`config.mk`:
```
export PLATFORM = sky130hd
export DESIGN_NAME = decoder_2to4
export DESIGN_NICKNAME = d
export VERILOG_FILES = /design/src/rtl/decoder_2to4_pkg.sv /design/src/rtl/decoder_2to4_core.sv /design/src/rtl/decoder_2to4.sv
export SDC_FILE = /design/constraint.sdc
export NUM_CORES = 1
export LEC_CHECK = 0
export BUFFER_PORTS_ARGS = -buffer_cell sky130_fd_sc_hd__buf_2
export CORE_AREA = 5 5 42 44
export DETAILED_ROUTE_END_ITERATION = 10
export DIE_AREA = 0 0 47 49
export HOLD_SLACK_MARGIN = 0.06
export PLACE_DENSITY = 0.37
export SKIP_CTS_REPAIR_TIMING = 1
export SYNTH_ARGS = -nofsm -noshare
export SYNTH_HDL_FRONTEND = slang
export SYNTH_SLANG_ARGS = --single-unit
```
`constraint.sdc`:
```
create_clock -name clk -period 0.8 [get_ports clk]
set_input_delay 0.12 -clock clk [delete_from_list [all_inputs] [get_ports clk]]
set_output_delay 0.12 -clock clk [all_outputs]
set_load 0.02 [all_outputs]
```
`src/rtl/decoder_2to4_pkg.sv`:
```
// Shared widths and the active-high one-hot decode used by the decoder and its bench.
package decoder_2to4_pkg;

    localparam int unsigned SEL_W = 2;
    localparam int unsigned OUT_W = 4;

    // Bit k of the result is set when sel == k.
    function automatic logic [OUT_W-1:0] onehot_decode(input logic [SEL_W-1:0] sel);
        return OUT_W'(1) << sel;
    endfunction

endpackage

```
`src/rtl/decoder_2to4_core.sv`:
```
// Combinational select-to-one-hot stage with the output polarity folded in.
module decoder_2to4_core
    import decoder_2to4_pkg::*;
#(
    parameter bit OUT_ACTIVE_LOW = 1'b0
) (
    input  logic [SEL_W-1:0] sel_i,
    output logic [OUT_W-1:0] word_o
);

    logic [OUT_W-1:0] onehot;

    assign onehot = onehot_decode(sel_i);
    assign word_o = OUT_ACTIVE_LOW ? ~onehot : onehot;

endmodule

```
`src/rtl/decoder_2to4.sv`:
```
// Registered 2-to-4 one-hot decoder with enable, optional hold, valid strobe and idle flag.
module decoder_2to4
    import decoder_2to4_pkg::*;
#(
    parameter bit OUT_ACTIVE_LOW     = 1'b0,
    parameter bit HOLD_WHEN_DISABLED = 1'b0
) (
    input  logic             clk,
    input  logic             rst_n,
    input  logic             en,
    input  logic [SEL_W-1:0] in,
    output logic [OUT_W-1:0] out,
    output logic             valid,
    output logic             idle
);

    localparam logic [OUT_W-1:0] IDLE_PAT = OUT_ACTIVE_LOW ? {OUT_W{1'b1}} : {OUT_W{1'b0}};

    logic [OUT_W-1:0] word;
    logic [OUT_W-1:0] out_d, out_q;
    logic             valid_d, valid_q;

    decoder_2to4_core #(
        .OUT_ACTIVE_LOW(OUT_ACTIVE_LOW)
    ) u_core (
        .sel_i (in),
        .word_o(word)
    );

    // Enable/hold selection of the next output word.
    always_comb begin
        out_d   = IDLE_PAT;
        valid_d = 1'b0;
        if (en) begin
            out_d   = word;
            valid_d = 1'b1;
        end else if (HOLD_WHEN_DISABLED) begin
            out_d   = out_q;
        end
    end

    always_ff @(posedge clk) begin
        if (!rst_n) begin
            out_q   <= IDLE_PAT;
            valid_q <= 1'b0;
        end else begin
            out_q   <= out_d;
            valid_q <= valid_d;
        end
    end

    assign out   = out_q;
    assign valid = valid_q;
    assign idle  = (out_q == IDLE_PAT);

endmodule

```
Yosys cells after proc, flatten, opt, wreduce, memory -nomap -nowiden
Cells that the tools add are included.
- register bits: 5
- bits of input ports: 5
- output and inout port bits: 6
- word-level logic and storage cells: 6
- shift-type cells: 1
- muxes and demuxes: 1
- reductions and logical operators: 2
- operators with widths (operator ; number):
    4-bit zero test ; 1
    1-bit by 2-bit << shifter with 4-bit output, first input constant ; 1
    2-bit AND reduction ; 1
    1-bit two-way mux ; 1

Logic depth before layout (Yosys ltp)
Gate-level depths: netlist (run 1).
- depth after elaboration: 1
- gate-level depth with buffers: 1
- depth with buffers taken out: 1

Cells and area by module
Synthesis (run 1) repeated with hierarchy kept, for this count alone.
- cell total of the unflattened synthesis: 15
- area total of the unflattened synthesis: 170.2 um^2
- modules (own cells, without submodules) (module ; times used ; cells an instance ; area an instance (um^2) ; sequential area each (um^2)):
    decoder_2to4 ; 1 ; 11 ; 143.9 ; 100.1
    decoder_2to4_core ; 1 ; 4 ; 26.3 ; 0.0

Least setup slack after synthesis (run 1)
Ideal clock, no wire load.
- kind: register to output
- start point: register out_q[1], in the netlist out[1]
- end point: output port idle
- arrival time: 899 ps
- data required time: 680 ps
- setup slack: -219 ps
- stages on the path, launching flop included: 2
- path buffers: 0
- cells stage by stage: dfxtp_1 > nor4_2
- cells in the longest elaborated chain, start to end: 1
- RTL lines (item ; RTL line ; text):
    start, declared ; decoder_2to4.sv:20 ; logic [OUT_W-1:0] out_d, out_q;
    start signal, assigned ; decoder_2to4.sv:47 ; out_q <= out_d;
    4-bit zero test ; decoder_2to4.sv:54 ; assign idle = (out_q == IDLE_PAT);
    end, declared ; decoder_2to4.sv:14 ; output logic idle
No other way between the ends.

Final worst setup path (run 1)
- start point: register out_q[2], in the netlist out[2]
- end point: output port idle
The elaborated chain is that of the path after synthesis.

==> results.txt, run 1 <==
The path class of the tightest hold or removal check is in2reg. By count the netlist is led by sky130_fd_sc_hd__dfxtp_1, sky130_fd_sc_hd__and4b_1. The number of instances on the worst hold path came out at 2. The setup violation total in the final timing report is 5. Power comes to 0.630 mW. The global route total overflow came out at 0. The count of buffering cells on the critical path with inverters included is 1. The final reports fail on setup timing.

Summed over all layers, the routed wires come to about 380 um. The remaining antenna violation count came out at 0. The maximum ir drop on the vdd rail is roughly 0.60 mV.

Measured against the total synthesized area, the mux share comes to 0. The startpoint-to-endpoint class of the critical path is reg2out. Counting buffers and inverters, the worst setup path is 2 cells deep. The total I/O pin count is 11. The number of H-tree levels is 1.

The die width came out at between 40 and 50 um. The count of cell types in the netlist is 6. Across the run, the number of max-cap violations was 0. The power per cell area is between 2000 and 2500 nW/um^2. TritonCTS built the clock tree. The least setup slack across all paths after layout came out at -0.316 ns. The area used by multi-input combinational logic came out at around 69 um^2. At the pin with the least slew margin, the transition time is between 0.15 and 0.2 ns. The number of cells produced by synthesis came out at 11. In this run the standard cell core region covers between 1000 and 1500 um^2. At the worst endpoint, the required time is roughly 0.68 ns.

The number of search-and-repair iterations in the first detailed-routing pass came out at 3. The post-synthesis instance area came out at roughly 160 um^2. Counting the buffers created by CTS gives 3. The top achievable clock speed is around 900 MHz. The TritonCTS sink count came out at 5.

Leaving out filler cells and counting taps, the final layout contains 42. The post-synthesis area per instance came out at 14.6 um^2. Yosys printed 0 warnings. Of the cells placed in the final design, the portion with a size suffix greater than 1 is 0.769. The global-route wire length before repair came out at ~680 um. The clock network power share is 0.461. In this run the worst path has a maximum fanout of 2. For this run, design rule violations remaining after detail routing come to 0. Setup repair after global routing could not meet its margin everywhere. The adder and majority cell fraction of the synthesized area came out at 0.

Of the total power, combinational logic draws 0.115. The initial DRC count is 2. After detailed placement, the design holds a cell count of 37.

After synthesis, the largest family of logic cells by area is simple AND/OR/NAND/NOR gates. The delay of the slowest cell on the worst path is 0.32 ns. The die is between 40 and 50 um tall. Measured against its own limit, the worst slew margin works out to 0.875. The number of enable-type register cells in the synthesized netlist came out at 0. The most used flip-flop cell after synthesis is sky130_fd_sc_hd__dfxtp_1. The filler cell count is 166. The data arrival time of the worst path came out at 1.00 ns. The startpoint type of the worst setup path is a register. In this run the static leakage power is between 0.1 and 0.15 nW. The initial antenna violation count came out at 0. The via-per-instance ratio came out at 3.45. The placer congestion estimate came out at 0.599. The XOR/XNOR share of the synthesized area is 0. Summed over all nets, the switching power comes to approximately 0.14 mW. Ranked by total cell area, the synthesized netlist is headed by sky130_fd_sc_hd__dfxtp_1, sky130_fd_sc_hd__and4b_1, sky130_fd_sc_hd__and4bb_1, sky130_fd_sc_hd__nor4_2, sky130_fd_sc_hd__and4_1. The total count of max-transition violations in the final report was 0. Synthesis produced a netlist with a net count of 16. The total via count in the routed design is between 100 and 150. The proportion of total power due to net switching came out at 0.224. The total internal power came out at 0.489 mW. The flow ran to the end, but the final reports show violations. The largest net degree at the start of global routing is 6. Grouping stages by cell kind, the critical path spends the most delay in flip-flops. The die covers 2300 um^2. The share of total power dissipated in sequential elements is 0.424. At the end of the flow, the number of nets in the layout was 32. The largest total area in the synthesized netlist belongs to sky130_fd_sc_hd__dfxtp_1.

Buffers placed on the I/O ports in this run total 10. Counting along the longest clock path gives a buffer depth of 2. Across the whole layout, storage elements account for roughly 110 um^2. The average routed wire per standard cell is around 9.0 um.

Of the total synthesized cell area, the portion taken by AND, OR, NAND and NOR gates is 0.375. The time the worst path needs with I/O delays and setup came out at 1.12 ns. The count of standard-cell rows is 14. For this configuration, the core starts out at a cell density of 0.114. The share of flip-flops with an asynchronous set or reset after synthesis came out at 0. The number of antenna repair diodes came out at 0.

The sequential-to-total area share from yosys stat is 0.625. Compared with the post-synthesis result, the final layout area differs by 95.3%. The fraction of the mapped netlist area in compound gates was 0. In this run the clock root is driven by a sky130_fd_sc_hd__clkbuf_4. Traced cell by cell, the critical path runs through nor4_4 -> buf_4. The share of synthesized area in the top cell type comes to 0.625. The clock-pin slew on the worst setup and hold paths is around 0.04 ns. Dividing the final minimum period by the clock period gives 1.39. The type of destination of the critical path is an output pin. By instance count, the leading cell after synthesis is sky130_fd_sc_hd__dfxtp_1. The register bit count reported by yosys is 5. The number of global-route vias before repair was 163. In the global route stage, overall resource usage came out at 0.0486. The hold violation count in the final report is 0. The highest-delay cell along the critical path is sky130_fd_sc_hd__dfxtp_2.
[cells in the final DEF (no fill, tap or decap), drive strengths merged]
| cell | instances |
|---|---|
| buf | 11 |
| dfxtp | 5 |
| clkbuf | 4 |
| and4b | 2 |
| nor4 | 1 |
| and4 | 1 |
| and2 | 1 |
| and4bb | 1 |
[flip-flops by register name, indices dropped and copies added, names as in the netlist]
name and cells:
out 4, valid 1
[metrics by stage]
step                hold WS (ns)   util  area, um^2  setup slack (ns)  TNS (ns)
detailed placement         0.383  0.172         241           -0.0906   -0.0906
CTS                        0.131  0.191         268            -0.353    -0.769
floorplan                  0.242      -         171           -0.0749   -0.0749
global route               0.138  0.223         313            -0.370    -0.776
finish                     0.132  0.223         313            -0.316    -0.547
global placement           0.366  0.172         241           -0.0646   -0.0646
[final timing paths]
check                               to         startpoint
worst max-delay path              idle  out[2]$_SDFF_PN0_
worst min-delay path  valid$_SDFF_PN0_                 en
[per-layer routing]
layer / track usage / part of all wire / up-vias / routed length [um]
li1: - / - / 74 / -
met4: 0.0829 / 0 / 0 / 0
met1: 0.0504 / 0.40 / 62 / 149
met3: 0.0332 / 0.16 / 0 / 59
met2: 0.0430 / 0.45 / 9 / 168
met5: 0 / 0 / - / 0
[area by class of cell]
type,instances,share of cell area
sequential,5,0.340
timing repair buffer,11,0.292
clock buffer,4,0.0840
tap,16,0.0640
multi-input combinational,6,0.220
[power by group through the flow]
stage | combinational, mW | sequential, mW | clock (mW)
6_report | 0.0727 | 0.267 | 0.290
5_1_grt | 0.0793 | 0.267 | 0.336
4_1_cts | 0.0597 | 0.265 | 0.302
3_5_place_dp | 0.0597 | 0.269 | 0
3_3_place_gp | 0.0578 | 0.269 | 0
2_1_floorplan | 0.0203 | 0.279 | 0
[cell families (layout without fill, tap and decap cells)]
logic type	after synthesis	after routing
buf+inv	0	15
simple gates	6	6
flops	5	5
No activity file was read; power rests on OpenSTA's default activity.
==> run 2, diff against run 1 <==
- PLACE_DENSITY: 0.37 -> 0.38
- SYNTH_HIERARCHICAL: not set -> 1
==> run 2 against run 1 <==
Compared with the run above: the run still ends with setup timing left; clock power down 3%; first-iteration DRC count fell by 100%; highest routed layer unchanged; power down 0.46%; critical path depth stayed put; sequential power about the same.
==> results.txt, run 2 <==
The startpoint-to-endpoint class of the critical path is reg2out. The number of global-route vias before repair came out at 176 (+8.0%). The total length of routed met2 wires is 151 um (-10%). The number of antenna repair diodes came out at 0 (unchanged). The effective utilization at floorplan is 0.121 (+0.00714). The final wirelength is 396 um (+5.0%). The port buffer count is 10 (unchanged). The total I/O pin count came out at 11 (unchanged).

The post-synthesis net count is 20 (+4). The count of unresolved DRC violations after routing is 0 (unchanged). The placer congestion estimate is 0.668 (+11%). The number of H-tree levels is 1 (unchanged).

In the synthesized netlist the dominant register cell turns out to be sky130_fd_sc_hd__dfxtp_1. The largest net degree at the start of global routing was 6 (unchanged). The worst endpoint required time came out at 0.68 ns (about the same). The number of search-and-repair iterations in the first detailed-routing pass is 1 (-2). The type of the most critical hold path is in2reg. The count of standard-cell rows is 14 (unchanged). The actual slew at the worst max-slew pin is 0.181 ns (-0.00403 ns). By area the synthesized netlist is led by sky130_fd_sc_hd__dfxtp_1, sky130_fd_sc_hd__and3_1, sky130_fd_sc_hd__nor4_2, sky130_fd_sc_hd__and2b_2, sky130_fd_sc_hd__and2_2. The relative slew slack came out at 0.878 (+0.00271).

The remaining antenna violation count came to 0 (unchanged). The filler cell count came to 156 (-6.0%). The sequential-to-total area share from yosys stat is 0.588 (-0.0368).

The XOR/XNOR share of the synthesized area came out at 0 (unchanged). The data arrival time of the worst path was 0.99 ns (about the same). The number of cells produced by synthesis is 15 (+4). The number of buffers created by CTS is 3 (unchanged). The synthesized design spends more area on one cell type than any other, namely sky130_fd_sc_hd__dfxtp_1. The post-synthesis area per instance is 11.3 um^2 (-22%). The count of cell types in the netlist came out at 8 (+2). The global-route wire length before repair is 662 um (-2.1%). The area of the die came out at 2300 um^2 (unchanged). The total via count in the routed design is 155 (+6.9%). The type of destination of the critical path is an output pin. The count of synthesis-stage warnings from yosys is 6 (+6). The adder and majority cell fraction of the synthesized area is 0 (unchanged). After detailed routing, no signal wire sits above met3. The startpoint identified for the worst hold timing path is en. The global route total overflow is 0 (unchanged). Counting instances in the post-synthesis netlist gives the leading cell types as sky130_fd_sc_hd__dfxtp_1, sky130_fd_sc_hd__and3_1. The final reports fail on setup timing.

The met3 layer wire length in the routed design came out at 47 um (-20%). The die width is 47 um (unchanged). The post-synthesis instance area is 170 um^2 (+6.2%).

The worst hold path terminates at valid$_SDFF_PN0_. The number of max-capacitance violations reported is 0 (unchanged). Setup repair after global routing could not meet its margin everywhere.

The maximum ir drop on the vdd rail is 0.505 mV (-16%). The wire length the detailed router placed on met1 came to 197 um (+32%). The share of the synthesized area in the top cell type was 0.588 (-0.0368). The share of flip-flops with an asynchronous set or reset after synthesis is 0 (unchanged). The number of nets at the end of the flow came out at 36 (+13%). The initial antenna violation count is 0 (unchanged). The total count of max-transition violations in the final report came out at 0 (unchanged). The number of instances on the worst hold path is 2 (unchanged). The final instance area is 323 um^2 (+3.2%). In the post-synthesis netlist, the cell with the most instances is sky130_fd_sc_hd__dfxtp_1.

The clock root buffer master is sky130_fd_sc_hd__clkbuf_4. The number of enable-type register cells in the synthesized netlist is 0 (unchanged). After synthesis, the largest family of logic cells by area is simple AND/OR/NAND/NOR gates.

The highest fanout seen on the critical path came to 2 (unchanged). The library cells used most frequently in the layout, excluding fill and tap cells, are sky130_fd_sc_hd__dfxtp_2, sky130_fd_sc_hd__buf_6, sky130_fd_sc_hd__and3_1, sky130_fd_sc_hd__buf_2, sky130_fd_sc_hd__clkbuf_4. The post-route fraction of the period consumed by the critical path came out at 1.38 (-0.0134). The register bit count reported by yosys is 5 (unchanged).

The least setup slack across all paths after layout came out at -0.305 ns (+0.0107 ns). The fraction of the mapped netlist area in compound gates is 0 (unchanged). The area of placed instances was 251 um^2 (+4.1%). The top achievable clock speed came out at 905 MHz (+0.97%).

The setup violation total in the final timing report is 5 (unchanged). The initial DRC count came out at 0 (-2). The clock-pin slew on the worst setup and hold paths is 0.04 ns (about the same).

The overall track demand over capacity in global routing is 0.0445 (-0.00410). The vertical extent of the die came to 49 um (unchanged). The hold violation count in the final report is 0 (unchanged). TritonCTS built the clock tree. The area of the core region came out at 1400 um^2 (unchanged). The TritonCTS sink count came out at 5 (unchanged). The power per cell area came out at 1940 nW/um^2 (-3.5%).

The worst-case setup slack after placement came out at -0.0737 ns (+0.0170 ns). The area growth from synthesis to final layout came out at 89.7%. The simple-gate area share of the yosys netlist is 0.412 (+0.0368). The via-per-instance ratio came out at 3.37 (-2.4%). The startpoint type of the worst setup path is a register.

The time the worst path needs with I/O delays and setup came out at 1.11 ns (-0.0107 ns). The maximum count of clock buffers along a single path came to 2 (unchanged). The average routed wire per standard cell came out at 8.61 um (-4.1%). The overall power is 0.627 mW (-0.46%). The number of flip-flops in the largest register is 4 (unchanged). The static leakage came out at 0.160 nW (+9.4%). The flow ran to the end, but the final reports show violations. The proportion of layout cells with a drive suffix above 1 came to 0.733 (-0.0359). The multiplexer area fraction after synthesis came out at 0 (unchanged).
[run 2: cell families after synthesis]
group / count (synthesis)
AND/OR/NAND/NOR: 10
flip-flops: 5
[run 2: power by group]
group | internal [mW] | switching (mW) | total [mW]
Sequential | 0.260 | 0.00714 | 0.267
Clock | 0.188 | 0.0938 | 0.282
Combinational | 0.0441 | 0.0341 | 0.0782
Total | 0.492 | 0.135 | 0.627
[run 2: cell type report]
class                      instances  area (um^2)  share of cell area
clock buffer                       4         26.3              0.0814
multi-input combinational         10         78.8               0.244
sequential                         5          106               0.329
tap                               16         20.0              0.0620
timing repair buffer              11         91.3               0.283
[run 2: worst max-delay path: stages (launching register included)]
cell and delay [ns]:
sky130_fd_sc_hd__dfxtp_2 0.32, sky130_fd_sc_hd__nor4_4 0.25, sky130_fd_sc_hd__buf_4 0.18
[run 2: layer usage]
| metal | GRT usage | vias to the layer above |
|---|---|---|
| met1 | 0.0509 | 63 |
| met4 | 0.0553 | 0 |
| li1 | - | 81 |
| met3 | 0.0221 | 0 |
| met2 | 0.0498 | 11 |
| met5 | 0 | - |
[run 2: worst max path at each step]
| stage | start | endpoint | slack (ns) | depth (start not counted) |
|---|---|---|---|---|
| 6_report | out[0]$_SDFF_PN0_ | idle | -0.31 | 2 |
| 4_1_cts | out[0]$_SDFF_PN0_ | idle | -0.33 | 2 |
| 2_1_floorplan | out[0]$_SDFF_PN0_ | idle | -0.07 | 1 |
| 3_5_place_dp | out[0]$_SDFF_PN0_ | idle | -0.07 | 2 |
| 5_1_grt | out[0]$_SDFF_PN0_ | idle | -0.34 | 2 |
| 3_3_place_gp | out[0]$_SDFF_PN0_ | idle | -0.06 | 2 |
[run 2: through the flow]
stage,instances,setup TNS [ns],util,hold WS (ns)
3_3_place_gp,41,-0.0646,0.179,0.376
4_1_cts,45,-0.743,0.198,0.135
5_1_grt,46,-0.650,0.230,0.156
3_5_place_dp,41,-0.0737,0.179,0.387
6_report,46,-0.519,0.230,0.141
2_1_floorplan,15,-0.0749,-,0.242
